**src/rtl/ahbl_apb_bridge_mslot_if.sv**
```systemverilog
// ---------------------------------------------------------------------------
// ahbl_apb_bridge_mslot_if
// Bus bundle between an AHB-Lite master side and the APB slot group, as seen
// by the multi-slot AHB-Lite to APB4 bridge.
//
//   AHB-Lite : HSEL, HADDR, HTRANS, HWRITE, HSIZE, HPROT, HWDATA, HREADYIN
//              (into the bridge); HREADYOUT, HRDATA, HRESP (out of it).
//   APB4     : PADDR, PSEL (one-hot per slot), PENABLE, PWRITE, PWDATA,
//              PSTRB, PPROT (out of the bridge); PRDATA (slot k at
//              [32k+31:32k]), PREADY, PSLVERR (per slot, into the bridge).
//
// Modports:
//   slave  - the bridge (AHB slave, APB master).
//   master - the surrounding system (AHB master plus the APB peripherals).
// ---------------------------------------------------------------------------
interface ahbl_apb_bridge_mslot_if #(
  parameter int NUM_SLOTS      = 16,
  parameter int APB_ADDR_WIDTH = 32
);
  // AHB-Lite
  logic                        HSEL;
  logic [31:0]                 HADDR;
  logic [1:0]                  HTRANS;
  logic                        HWRITE;
  logic [2:0]                  HSIZE;
  logic [3:0]                  HPROT;
  logic [31:0]                 HWDATA;
  logic                        HREADYIN;
  logic                        HREADYOUT;
  logic [31:0]                 HRDATA;
  logic                        HRESP;
  // APB4
  logic [APB_ADDR_WIDTH-1:0]   PADDR;
  logic [NUM_SLOTS-1:0]        PSEL;
  logic                        PENABLE;
  logic                        PWRITE;
  logic [31:0]                 PWDATA;
  logic [3:0]                  PSTRB;
  logic [2:0]                  PPROT;
  logic [NUM_SLOTS*32-1:0]     PRDATA;
  logic [NUM_SLOTS-1:0]        PREADY;
  logic [NUM_SLOTS-1:0]        PSLVERR;

  modport slave (
    input  HSEL, HADDR, HTRANS, HWRITE, HSIZE, HPROT, HWDATA, HREADYIN,
    output HREADYOUT, HRDATA, HRESP,
    output PADDR, PSEL, PENABLE, PWRITE, PWDATA, PSTRB, PPROT,
    input  PRDATA, PREADY, PSLVERR
  );

  modport master (
    output HSEL, HADDR, HTRANS, HWRITE, HSIZE, HPROT, HWDATA, HREADYIN,
    input  HREADYOUT, HRDATA, HRESP,
    input  PADDR, PSEL, PENABLE, PWRITE, PWDATA, PSTRB, PPROT,
    output PRDATA, PREADY, PSLVERR
  );
endinterface

```
**src/rtl/ahbl_apb_bridge_mslot.sv**
```systemverilog
// ---------------------------------------------------------------------------
// ahbl_apb_bridge_mslot
// AHB-Lite slave to APB4 master bridge serving up to 16 APB slots. The slot
// is decoded from HADDR[SLOT_LSB+3:SLOT_LSB]; per-slot PRDATA/PREADY/PSLVERR
// are muxed internally. Adds PSTRB/PPROT generation, PREADY wait states with
// an optional timeout, and the two-cycle AHB ERROR response. All outputs are
// registered.
//
// Ports:
//   HCLK   - sole clock.
//   HRESET - synchronous, active-high reset.
//   bus    - ahbl_apb_bridge_mslot_if.slave (AHB-Lite slave + APB4 master).
//
// Parameters:
//   NUM_SLOTS      - number of APB slots (1..16).
//   SLOT_LSB       - HADDR bit where the 4-bit slot index starts.
//   APB_ADDR_WIDTH - PADDR width; PADDR = HADDR[APB_ADDR_WIDTH-1:0].
//   MAX_WAIT       - PREADY-low ACCESS cycles before abort; 0 = no timeout.
// ---------------------------------------------------------------------------
module ahbl_apb_bridge_mslot #(
  parameter int NUM_SLOTS      = 16,
  parameter int SLOT_LSB       = 12,
  parameter int APB_ADDR_WIDTH = 32,
  parameter int MAX_WAIT       = 255
) (
  input  logic                     HCLK,
  input  logic                     HRESET,
  ahbl_apb_bridge_mslot_if.slave   bus
);

  typedef enum logic [2:0] {
    S_IDLE,
    S_LATCH,
    S_SETUP,
    S_ACCESS,
    S_ERR1,
    S_ERR2
  } state_t;

  state_t      state;
  logic [31:0] haddr_q;
  logic        hwrite_q;
  logic [2:0]  hsize_q;
  logic [1:0]  hprot_q;   // only the privilege and data/opcode bits feed PPROT
  logic [3:0]  slot_q;
  logic [15:0] wait_cnt;

  // HTRANS[0] only separates NONSEQ from SEQ (both treated alike) and
  // HPROT[3:2] have no APB4 equivalent.
  logic unused_bits;
  assign unused_bits = ^{bus.HTRANS[0], bus.HPROT[3:2]};

  logic                 accept;
  logic [31:0]          sel_rdata;
  logic                 sel_ready;
  logic                 sel_err;
  logic [NUM_SLOTS-1:0] slot_onehot;
  logic                 bad_access;
  logic [3:0]           strb;
  logic [15:0]          wait_next;
  logic                 timeout;

  assign accept     = bus.HSEL && bus.HREADYIN && bus.HTRANS[1];
  assign bad_access = ({28'd0, slot_q} >= 32'(NUM_SLOTS)) || (hsize_q > 3'd2);
  assign wait_next  = wait_cnt + 16'd1;
  assign timeout    = (MAX_WAIT != 0) && (wait_next == 16'(MAX_WAIT));

  // Slot mux and one-hot select. Other slots' inputs never reach the FSM.
  always_comb begin
    // NOTE: every always_comb output gets a default first so no path can
    // leave it unassigned and infer a latch.
    sel_rdata   = '0;
    sel_ready   = 1'b0;
    sel_err     = 1'b0;
    slot_onehot = '0;
    for (int k = 0; k < NUM_SLOTS; k++) begin
      if (slot_q == 4'(k)) begin
        sel_rdata      = bus.PRDATA[k*32 +: 32];
        sel_ready      = bus.PREADY[k];
        sel_err        = bus.PSLVERR[k];
        slot_onehot[k] = 1'b1;
      end
    end
  end

  // Byte lanes for writes; reads drive no strobes.
  always_comb begin
    strb = 4'b0000;
    if (hwrite_q) begin
      case (hsize_q)
        3'd0:    strb = 4'b0001 << haddr_q[1:0];
        3'd1:    strb = haddr_q[1] ? 4'b1100 : 4'b0011;
        3'd2:    strb = 4'b1111;
        default: strb = 4'b0000;
      endcase
    end
  end

  // NOTE: the reset branch is synchronous and covers every register,
  // including the latched address-phase copies, so no X survives reset.
  always_ff @(posedge HCLK) begin
    if (HRESET) begin
      state         <= S_IDLE;
      haddr_q       <= '0;
      hwrite_q      <= 1'b0;
      hsize_q       <= '0;
      hprot_q       <= '0;
      slot_q        <= '0;
      wait_cnt      <= '0;
      bus.HREADYOUT <= 1'b1;
      bus.HRESP     <= 1'b0;
      bus.HRDATA    <= '0;
      bus.PSEL      <= '0;
      bus.PENABLE   <= 1'b0;
      bus.PWRITE    <= 1'b0;
      bus.PADDR     <= '0;
      bus.PWDATA    <= '0;
      bus.PSTRB     <= '0;
      bus.PPROT     <= '0;
    end else begin
      // NOTE: sequential state uses non-blocking assignments so every
      // register samples pre-edge values regardless of statement order.
      case (state)
        S_IDLE: begin
          // IDLE/BUSY with HSEL fall through here: zero-wait OKAY.
          if (accept) begin
            haddr_q       <= bus.HADDR;
            hwrite_q      <= bus.HWRITE;
            hsize_q       <= bus.HSIZE;
            hprot_q       <= bus.HPROT[1:0];
            slot_q        <= bus.HADDR[SLOT_LSB +: 4];
            bus.HREADYOUT <= 1'b0;
            state         <= S_LATCH;
          end
        end

        S_LATCH: begin
          // HWDATA belongs to the data phase, i.e. this cycle.
          bus.PWDATA <= bus.HWDATA;
          if (bad_access) begin
            bus.HRESP <= 1'b1;
            state     <= S_ERR1;
          end else begin
            bus.PSEL    <= slot_onehot;
            bus.PENABLE <= 1'b0;
            bus.PADDR   <= haddr_q[APB_ADDR_WIDTH-1:0];
            bus.PWRITE  <= hwrite_q;
            bus.PSTRB   <= strb;
            bus.PPROT   <= {~hprot_q[0], 1'b1, hprot_q[1]};
            wait_cnt    <= '0;
            state       <= S_SETUP;
          end
        end

        S_SETUP: begin
          bus.PENABLE <= 1'b1;
          state       <= S_ACCESS;
        end

        S_ACCESS: begin
          if (sel_ready) begin
            bus.PSEL    <= '0;
            bus.PENABLE <= 1'b0;
            if (sel_err) begin
              bus.HRESP <= 1'b1;
              state     <= S_ERR1;
            end else begin
              if (!hwrite_q) bus.HRDATA <= sel_rdata;
              bus.HREADYOUT <= 1'b1;
              state         <= S_IDLE;
            end
          end else begin
            wait_cnt <= wait_next;
            if (timeout) begin
              bus.PSEL    <= '0;
              bus.PENABLE <= 1'b0;
              bus.HRESP   <= 1'b1;
              state       <= S_ERR1;
            end
          end
        end

        // First ERROR cycle holds HREADYOUT low so the master can cancel.
        S_ERR1: begin
          bus.HRESP     <= 1'b1;
          bus.HREADYOUT <= 1'b1;
          state         <= S_ERR2;
        end

        S_ERR2: begin
          bus.HRESP <= 1'b0;
          state     <= S_IDLE;
        end

        default: state <= S_IDLE;
      endcase
    end
  end

endmodule
```
**src/flat_wrapper.sv**
```systemverilog
// flat-port wrapper written by rule: the top's interface ports become plain ports
module ahbl_apb_bridge_mslot_flat 
#(
  parameter int NUM_SLOTS      = 16,
  parameter int SLOT_LSB       = 12,
  parameter int APB_ADDR_WIDTH = 32,
  parameter int MAX_WAIT       = 255
)
  (HCLK, HRESET, bus_HSEL, bus_HADDR, bus_HTRANS, bus_HWRITE, bus_HSIZE, bus_HPROT, bus_HWDATA, bus_HREADYIN, bus_HREADYOUT, bus_HRDATA, bus_HRESP, bus_PADDR, bus_PSEL, bus_PENABLE, bus_PWRITE, bus_PWDATA, bus_PSTRB, bus_PPROT, bus_PRDATA, bus_PREADY, bus_PSLVERR);
  ahbl_apb_bridge_mslot_if #(.NUM_SLOTS(NUM_SLOTS), .APB_ADDR_WIDTH(APB_ADDR_WIDTH)) bus_i ();
  input  logic HCLK;
  input  logic HRESET;
  input wire logic [$bits(bus_i.HSEL)-1:0] bus_HSEL;
  input wire logic [$bits(bus_i.HADDR)-1:0] bus_HADDR;
  input wire logic [$bits(bus_i.HTRANS)-1:0] bus_HTRANS;
  input wire logic [$bits(bus_i.HWRITE)-1:0] bus_HWRITE;
  input wire logic [$bits(bus_i.HSIZE)-1:0] bus_HSIZE;
  input wire logic [$bits(bus_i.HPROT)-1:0] bus_HPROT;
  input wire logic [$bits(bus_i.HWDATA)-1:0] bus_HWDATA;
  input wire logic [$bits(bus_i.HREADYIN)-1:0] bus_HREADYIN;
  output wire logic [$bits(bus_i.HREADYOUT)-1:0] bus_HREADYOUT;
  output wire logic [$bits(bus_i.HRDATA)-1:0] bus_HRDATA;
  output wire logic [$bits(bus_i.HRESP)-1:0] bus_HRESP;
  output wire logic [$bits(bus_i.PADDR)-1:0] bus_PADDR;
  output wire logic [$bits(bus_i.PSEL)-1:0] bus_PSEL;
  output wire logic [$bits(bus_i.PENABLE)-1:0] bus_PENABLE;
  output wire logic [$bits(bus_i.PWRITE)-1:0] bus_PWRITE;
  output wire logic [$bits(bus_i.PWDATA)-1:0] bus_PWDATA;
  output wire logic [$bits(bus_i.PSTRB)-1:0] bus_PSTRB;
  output wire logic [$bits(bus_i.PPROT)-1:0] bus_PPROT;
  input wire logic [$bits(bus_i.PRDATA)-1:0] bus_PRDATA;
  input wire logic [$bits(bus_i.PREADY)-1:0] bus_PREADY;
  input wire logic [$bits(bus_i.PSLVERR)-1:0] bus_PSLVERR;
  assign bus_i.HSEL = bus_HSEL;
  assign bus_i.HADDR = bus_HADDR;
  assign bus_i.HTRANS = bus_HTRANS;
  assign bus_i.HWRITE = bus_HWRITE;
  assign bus_i.HSIZE = bus_HSIZE;
  assign bus_i.HPROT = bus_HPROT;
  assign bus_i.HWDATA = bus_HWDATA;
  assign bus_i.HREADYIN = bus_HREADYIN;
  assign bus_HREADYOUT = bus_i.HREADYOUT;
  assign bus_HRDATA = bus_i.HRDATA;
  assign bus_HRESP = bus_i.HRESP;
  assign bus_PADDR = bus_i.PADDR;
  assign bus_PSEL = bus_i.PSEL;
  assign bus_PENABLE = bus_i.PENABLE;
  assign bus_PWRITE = bus_i.PWRITE;
  assign bus_PWDATA = bus_i.PWDATA;
  assign bus_PSTRB = bus_i.PSTRB;
  assign bus_PPROT = bus_i.PPROT;
  assign bus_i.PRDATA = bus_PRDATA;
  assign bus_i.PREADY = bus_PREADY;
  assign bus_i.PSLVERR = bus_PSLVERR;
  ahbl_apb_bridge_mslot #(.NUM_SLOTS(NUM_SLOTS), .SLOT_LSB(SLOT_LSB), .APB_ADDR_WIDTH(APB_ADDR_WIDTH), .MAX_WAIT(MAX_WAIT)) u_core (.HCLK(HCLK), .HRESET(HRESET), .bus(bus_i));
endmodule
```
**config.mk**
```make
export PLATFORM = sky130hd
export DESIGN_NAME = ahbl_apb_bridge_mslot_flat
export DESIGN_NICKNAME = d
export VERILOG_FILES = /design/src/rtl/ahbl_apb_bridge_mslot_if.sv /design/src/rtl/ahbl_apb_bridge_mslot.sv /design/src/flat_wrapper.sv
export SDC_FILE = /design/constraint.sdc
export NUM_CORES = 1
export LEC_CHECK = 0
export CORE_AREA = 2 2 289 291
export DETAILED_ROUTE_END_ITERATION = 10
export DIE_AREA = 0 0 291 293
export DONT_BUFFER_PORTS = 1
export PLACE_DENSITY = 0.3
export REMOVE_ABC_BUFFERS = 1
export SETUP_SLACK_MARGIN = 0.2
export SLEW_MARGIN = 10
export SYNTH_ARGS = -nofsm -noshare
export SYNTH_HDL_FRONTEND = slang
export SYNTH_SLANG_ARGS = --single-unit
export TNS_END_PERCENT = 5
```
**constraint.sdc**
```tcl
create_clock -name HCLK -period 3.9 [get_ports HCLK]
set_input_delay 0.39 -clock HCLK [delete_from_list [all_inputs] [get_ports HCLK]]
set_output_delay 0.39 -clock HCLK [all_outputs]
set_load 0.05 [all_outputs]
```
==> summary.md, run 1 <==
| Metric | Value |
|---|---|
| Outcome | finished, final reports clean |
| IO Port Bufs | 0 |
| Worst setup endpoint | u_core.bus.HRDATA[19] |
| Reg2reg setup slack | approximately 460 ps |
| Max Clock Skew | between 20 and 25 ps |
| Grt ovf | 0 |
| Vias in the first global route | approximately 14k |
| Global-route wire length before repair | approximately 110 mm |
| Total GRT Usage | about a fifth |
| Endpoints failing hold | 0 |
| Final non-filler cell total | 2,791 |
| Main synth FF type | dfxtp_1 |
| Worst Setup SP | u_core.slot_q[2] |
| Critical Path Source Type | flop |
| Layout cells sized above 1 | 10.4% |
| Dpl hpwl | 62.8 mm |
| Top Metal Used | met5 |
| CTS Root Cell | clkbuf_16 |
| Nets@finish | around 2.3k |
| Final Max Slew Viols | 0 |
| Power Density | 425 nW/µm² |
| Worst skew pair latency | about 490 ps |
| Antenna Nets Post-Route | 0 |
| FILL cells | approximately 9k |
| RR Endpoint | u_core.bus.HRDATA[19] |
| Slew headroom | roughly 31% |
| Die height | just under 300 µm |
| Io pins | between 700 and 800 |
| Max-cap violations | 0 |
| Met1 wire length | between 30 and 40 mm |
| RSZ-0062 raised after global routing | false |
| Yosys Warn Count | 0 |
| Core ar. | between 80,000 and 90,000 µm² |
| R2r worst-path depth | 8 |
| Worst Setup End Kind | flop |
| Pleak | approximately 4.4 nW |
| WL per Instance | 30.2 µm |
| Starting DRT DRC Count | about 810 |
| Cell count after synthesis | 1,696 |
| Final min period | roughly 3400 ps |
| Max IR drop VDD | ~280 µV |
| Area after DPL | 13,500 µm² |
| Post-Syn Area | 12,200 µm² |
| Seq cells post-synth | 180 |
| CP Class | reg2reg |
| Area grow syn2layout | 21.7% |
| DR WL met3 | 7.32 mm |
| Sequential element share of the synthesized area | a little under 30% |
| Post-route cell area | 14,800 µm² |
| Most common cell after layout, fill and taps aside | nand2_1 |
| Die width | 291 µm |
| CP required | 4320 ps |
| Worst slew pin tran | between 1000 and 1500 ps |
| Placed Cells | approximately 2.7k |
| R2R Path Start | u_core.slot_q[2] |
| Full die area | between 80,000 and 90,000 µm² |
| Num CTS Buffers | 17 |
| EDFF count, synth | 0 |
| Final setup fails | 0 |
| Tcrit/Tclk final | between 80% and 90% |
| Met2 WL | a little over 40 mm |
| Achievable Freq | about 290 MHz |
| Routed vias/inst | around 5 |
| Most frequent cells in the layout | nand2_1, a21oi_1, dfxtp_1, o21ai_0, nor2_1 |
| DR vias | 13.8k |
| Synth unique cells | 76 |
| First-pass detailed-route iteration total | 5 |
| Worst Path Max Fanout | 27 |
| Clk buf depth | 2 |
| Largest net degree at the start of global routing | a little over 90 |
| Avg Inst Size Synth | just over 7 µm² |
| Final setup TNS | 0 ps |
| Core Rows | around 110 |
| Fraction of registers with async set/reset | 0% |
| Resize count post-CTS | 0 |
| H-tree Lvls | 4 |
| Initial antenna violation count | 25 |
| CTS tree | built |
| Post-Route WL | roughly 84 mm |
| Worst-path clk slew | 90 ps |
| Arrival time worst endpoint | 3850 ps |
| GP Congestion | 0.899 |
| Initial Utilization | 14.9% |
| DRC Markers | 0 |
| Number of clock sinks | 180 |
| Final Power | roughly 0.0063 W |
| Hold Crit Class | in2reg |
## stage by stage
stage          util [%]  hold slack, ps  setup slack, ps
3_5_place_dp       16.5             442              415
2_1_floorplan         -             426            -2990
4_1_cts            18.1            2.63              386
6_report           18.1            48.5              465
3_3_place_gp       16.5             436              414
5_1_grt            18.1            20.2              277
## cells by family after synthesis
group / share of synthesized area, %
mux: 8.85
xor+xnor: 0.288
compound gates: 35.2
buf+inv: 6.19
flops: 29.6
fa+ha+maj: 0.205
simple gates: 19.7
## power by group
group	leakage, nW	internal [W]	total [W]	switching (W)
Sequential	1.46	0.00199	0.00256	0.000568
Combinational	2.65	0.000629	0.00186	0.00123
Clock	0.289	0.000878	0.00187	0.000991
## critical path, stage by stage (launching register included)
cell,delay [ps]
dfxtp_4,490
nand2b_1,300
nor2_2,760
a21oi_1,230
o221ai_4,230
nand4_4,530
buf_4,410
a211o_1,240
a21oi_1,130
## cells in the mapped netlist (all sizes together) (23+ instances only)
| cell | number | area share, % |
|---|---|---|
| nor3 | 29 | 1.3 |
| nand2 | 320 | 9.9 |
| o21ai | 118 | 4.8 |
| mux2i | 65 | 5.3 |
| buf | 60 | 2.7 |
| a221oi | 32 | 2.3 |
| nand3 | 35 | 1.4 |
| mux2 | 28 | 2.6 |
| nor2 | 110 | 3.5 |
| a22oi | 29 | 1.8 |
| o22ai | 59 | 3.0 |
| a211oi | 24 | 1.5 |
| dfxtp | 180 | 30 |
| clkbuf | 99 | 3.1 |
| nor2b | 23 | 1.2 |
| a21oi | 265 | 11 |
## layout make-up
type                    count  area, µm²  share of cell area, %
clock buffers              18        439                   2.96
inverters                  15       56.3                  0.380
well taps                1070       1340                   9.03
repair buffers            136       1280                   8.63
diodes                     16       40.0                  0.270
multi-input cells        1342       7890                   53.2
clock inverters            14        159                   1.07
flip-flops and latches    180       3620                   24.4
## flip-flops by register name, summed over array words and instances, names as in the netlist
register,cells
u_core.hsize_q,3
u_core.bus.HREADYOUT,1
u_core.bus.PWRITE,1
u_core.state,3
u_core.bus.PENABLE,1
u_core.bus.PSEL,16
u_core.bus.HRESP,1
u_core.haddr_q,29
u_core.slot_q,3
u_core.hprot_q,2
u_core.bus.PADDR,32
u_core.bus.HRDATA,32
u_core.bus.PWDATA,32
u_core.bus.PPROT,3
u_core.bus.PSTRB,4
u_core.hwrite_q,1
u_core.wait_cnt,16
## metal layers
metal  global-route usage (%)  vias to the layer above
li1                         -                     6246
met1                     22.6                     6760
met2                     32.5                      657
met3                     6.48                       95
met4                     5.45                       10
met5                        0                        -
## how the worst min path moves through the flow
stage / slack [ps] / depth (start not counted) / to / start
global placement: 440 / 2 / u_core.bus.PADDR[28] / u_core.haddr_q[28]
finish: 50 / 2 / u_core.hsize_q[0] / bus_HSIZE[0]
CTS: 3 / 2 / u_core.hsize_q[0] / bus_HSIZE[0]
detailed placement: 440 / 2 / u_core.bus.PADDR[9] / u_core.haddr_q[9]
global route: 20 / 2 / u_core.haddr_q[17] / bus_HADDR[17]
floorplan: 430 / 2 / u_core.bus.PADDR[10] / u_core.haddr_q[10]
## repair_timing
action	CTS	global route
endpoints found under the hold margin	102	0
hold buffers	64	0
buffers inserted	0	0
Power figures use the tool's default switching activity.
==> run 2, diff against run 1 <==
--- a/config.mk
+++ b/config.mk
@@ -10,6 +10,7 @@
 export DIE_AREA = 0 0 291 293
 export DONT_BUFFER_PORTS = 1
 export PLACE_DENSITY = 0.3
+export RECOVER_POWER = 50
 export REMOVE_ABC_BUFFERS = 1
 export SETUP_SLACK_MARGIN = 0.2
 export SLEW_MARGIN = 10
==> run 2 against run 1 <==
Compared with the run above:
- combinational power barely moved
- non-clock buffer count did not move
- critical path depth did not move
- flip-flop and latch count did not move
- global-route usage did not move
- clock skew fell by 0.58 ps
- sequential share of layout area barely moved
- via count fell by 0.44%
==> summary.md, run 2 (synthesized netlist as in run 1, its figures left out) <==
| Metric | Value |
|---|---|
| Worst Path Buf+Inv | 1 (unchanged) |
| Dpl hpwl | 62.8 mm (unchanged) |
| CTS Hold Buffers Added | 64 (unchanged) |
| Worst skew pair latency | 490 ps (about the same) |
| Final min period | 3430 ps (was 3440 ps) |
| DR vias | 13.7k (was 13.8k) |
| Endpoints failing hold | 0 (unchanged) |
| Max-cap violations | 0 (unchanged) |
| Nets@finish | 2,316 (unchanged) |
| Initial antenna violation count | 25 (unchanged) |
| Starting DRT DRC Count | 770 (was 805) |
| Critical Path Source Type | flop (unchanged) |
| Die width | 291 µm (unchanged) |
| Worst slew pin tran | 1440 ps (was 1040 ps) |
| CTS Root Cell | clkbuf_16 (unchanged) |
| Arrival time worst endpoint | 3850 ps (about the same) |
| Routed vias/inst | 4.91 (was 4.93) |
| Die height | 293 µm (unchanged) |
| Global-route wire length before repair | 114 mm (unchanged) |
| Pleak | 4.39 nW (was 4.40 nW) |
| Slew headroom | 3.95% (was 30.6%) |
| Worst Setup End Kind | flop (unchanged) |
| Worst path top cell family by delay | simple AND/OR/NAND/NOR gates (unchanged) |
| Setup ws final | 472 ps (was 465 ps) |
| Largest registers | u_core.bus.HRDATA: 32 flops, u_core.bus.PADDR: 32 flops, u_core.bus.PWDATA: 32 flops (unchanged) |
| Layout cells sized above 1 | 10.3% (was 10.4%) |
| GP Congestion | 0.899 (unchanged) |
| WL per Instance | 30.2 µm (about the same) |
| Number of clock sinks | 180 (unchanged) |
| Worst Path Max Fanout | 27 (unchanged) |
| Full die area | 85,300 µm² (unchanged) |
| CP required | 4320 ps (about the same) |
| Hold Crit Class | in2reg (unchanged) |
| Post-Route WL | 84.4 mm (about the same) |
| CP cell instances | nand2b_1 -> nor2_2 -> a21oi_1 -> o221ai_4 -> nand4_4 -> buf_4 -> a211o_1 -> a21oi_1 (unchanged) |
| Tcrit/Tclk final | 87.9% (was 88.1%) |
| Final setup fails | 0 (unchanged) |
| Io pins | 745 (unchanged) |
| CP most frequent cell | a21oi_1 (unchanged) |
| Most common cell after layout, fill and taps aside | nand2_1 (unchanged) |
| Largest net degree at the start of global routing | 93 (unchanged) |
| FILL cells | 9,245 (was 9,242) |
| Crit-path slowest cell | nor2_2 (unchanged) |
| Most frequent cells in the layout | nand2_1, a21oi_1, dfxtp_1, o21ai_0, nor2_1 (unchanged) |
| Post-route cell area | 14,800 µm² (about the same) |
| CP Class | reg2reg (unchanged) |
| Area grow syn2layout | 21.6% (was 21.7%) |
| Initial Utilization | 14.9% (unchanged) |
| H-tree Lvls | 4 (unchanged) |
| Max Clock Skew | 20.2 ps (was 20.8 ps) |
| DRC Markers | 0 (unchanged) |
| Final Max Slew Viols | 0 (unchanged) |
| Postcts setup bufs | 0 (unchanged) |
| Achievable Freq | 292 MHz (was 291 MHz) |
| Core Rows | 105 (unchanged) |
| Vias in the first global route | 14.0k (unchanged) |
| Grt ovf | 0 (unchanged) |
| Total GRT Usage | 19.0% (unchanged) |
| Worst-path clk slew | 90 ps (about the same) |
| Clk buf depth | 2 (unchanged) |
| Power Density | 425 nW/µm² (about the same) |
| IO Port Bufs | 0 (unchanged) |
| Num CTS Buffers | 17 (unchanged) |
| Max IR drop VDD | 277 µV (about the same) |
| Max incr delay on CP | 750 ps (was 760 ps) |
| Placed Cells | 2,679 (unchanged) |
| CTS tree | built (unchanged) |
| RSZ-0062 raised after global routing | false (unchanged) |
| Core ar. | 81,800 µm² (unchanged) |
| First-pass detailed-route iteration total | 5 (unchanged) |
| Final core occ | 18.1% (about the same) |
| Resize count post-CTS | 0 (unchanged) |
| Outcome | finished, final reports clean (unchanged) |
| Area after DPL | 13,500 µm² (unchanged) |
| Pre-CTS setup slack | 415 ps (unchanged) |
| Final non-filler cell total | 2,791 (unchanged) |
| Antenna Nets Post-Route | 0 (unchanged) |
==> run 2: cell count changes in the layout (fill, tap and decap cells not counted) <==
cell	previous run	this run
buf_4	67	66
clkbuf_1	0	1
nor2b_1	17	18
nor2b_2	3	2
==> run 2: metrics by stage <==
step	hold slack, ps	total power (W)	TNS, ps
detailed placement	442	0.00441	0
global placement	436	0.00439	0
CTS	2.63	0.00645	0
floorplan	426	0.00359	-170470
global route	20.2	0.00665	0
finish	45.4	0.00629	0
==> run 2: where the power goes <==
part,switching [W],internal (W),total (W)
clock network,0.000994,0.000878,0.00187
registers,0.000567,0.00199,0.00256
logic,0.00123,0.000626,0.00186
total,0.00279,0.00350,0.00629
==> run 2: final cells by class <==
class	count	area, µm²	area share, %
multi-input cells	1342	7890	53.3
flip-flops and latches	180	3620	24.4
well taps	1070	1340	9.04
repair buffers	136	1270	8.61
clock buffers	18	439	2.97
clock inverters	14	159	1.07
inverters	15	56.3	0.380
diodes	16	40.0	0.270
==> run 2: metal layers <==
metal / up-vias / wire length [µm] / share of wire (%) / track usage [%]
met1: 6752 / 34700 / 41 / 22.6
met2: 618 / 40900 / 48 / 32.5
met5: - / 63 / 0.075 / 0
li1: 6244 / - / - / -
met3: 84 / 7050 / 8.4 / 6.48
met4: 10 / 1660 / 2.0 / 5.45
==> run 2: worst reg2reg max path, delay by kind of cell, from the launching register on <==
kind | cells | cell delay [ps]
DFF | 1 | 490
buffers and inverters | 1 | 420
and+or+nand+nor | 3 | 1610
AOI/OAI and AO/OA | 4 | 850
==> run 2: path summary, 6_finish.rpt <==
kind	start	to	slack, ps	cells after the start
worst max register to register	u_core.slot_q[2]	u_core.bus.HRDATA[19]	470	8
worst max-delay path	u_core.slot_q[2]	u_core.bus.HRDATA[19]	470	8
worst min register to register	u_core.haddr_q[24]	u_core.bus.PADDR[24]	450	2
worst min-delay path	bus_HADDR[8]	u_core.haddr_q[8]	50	2
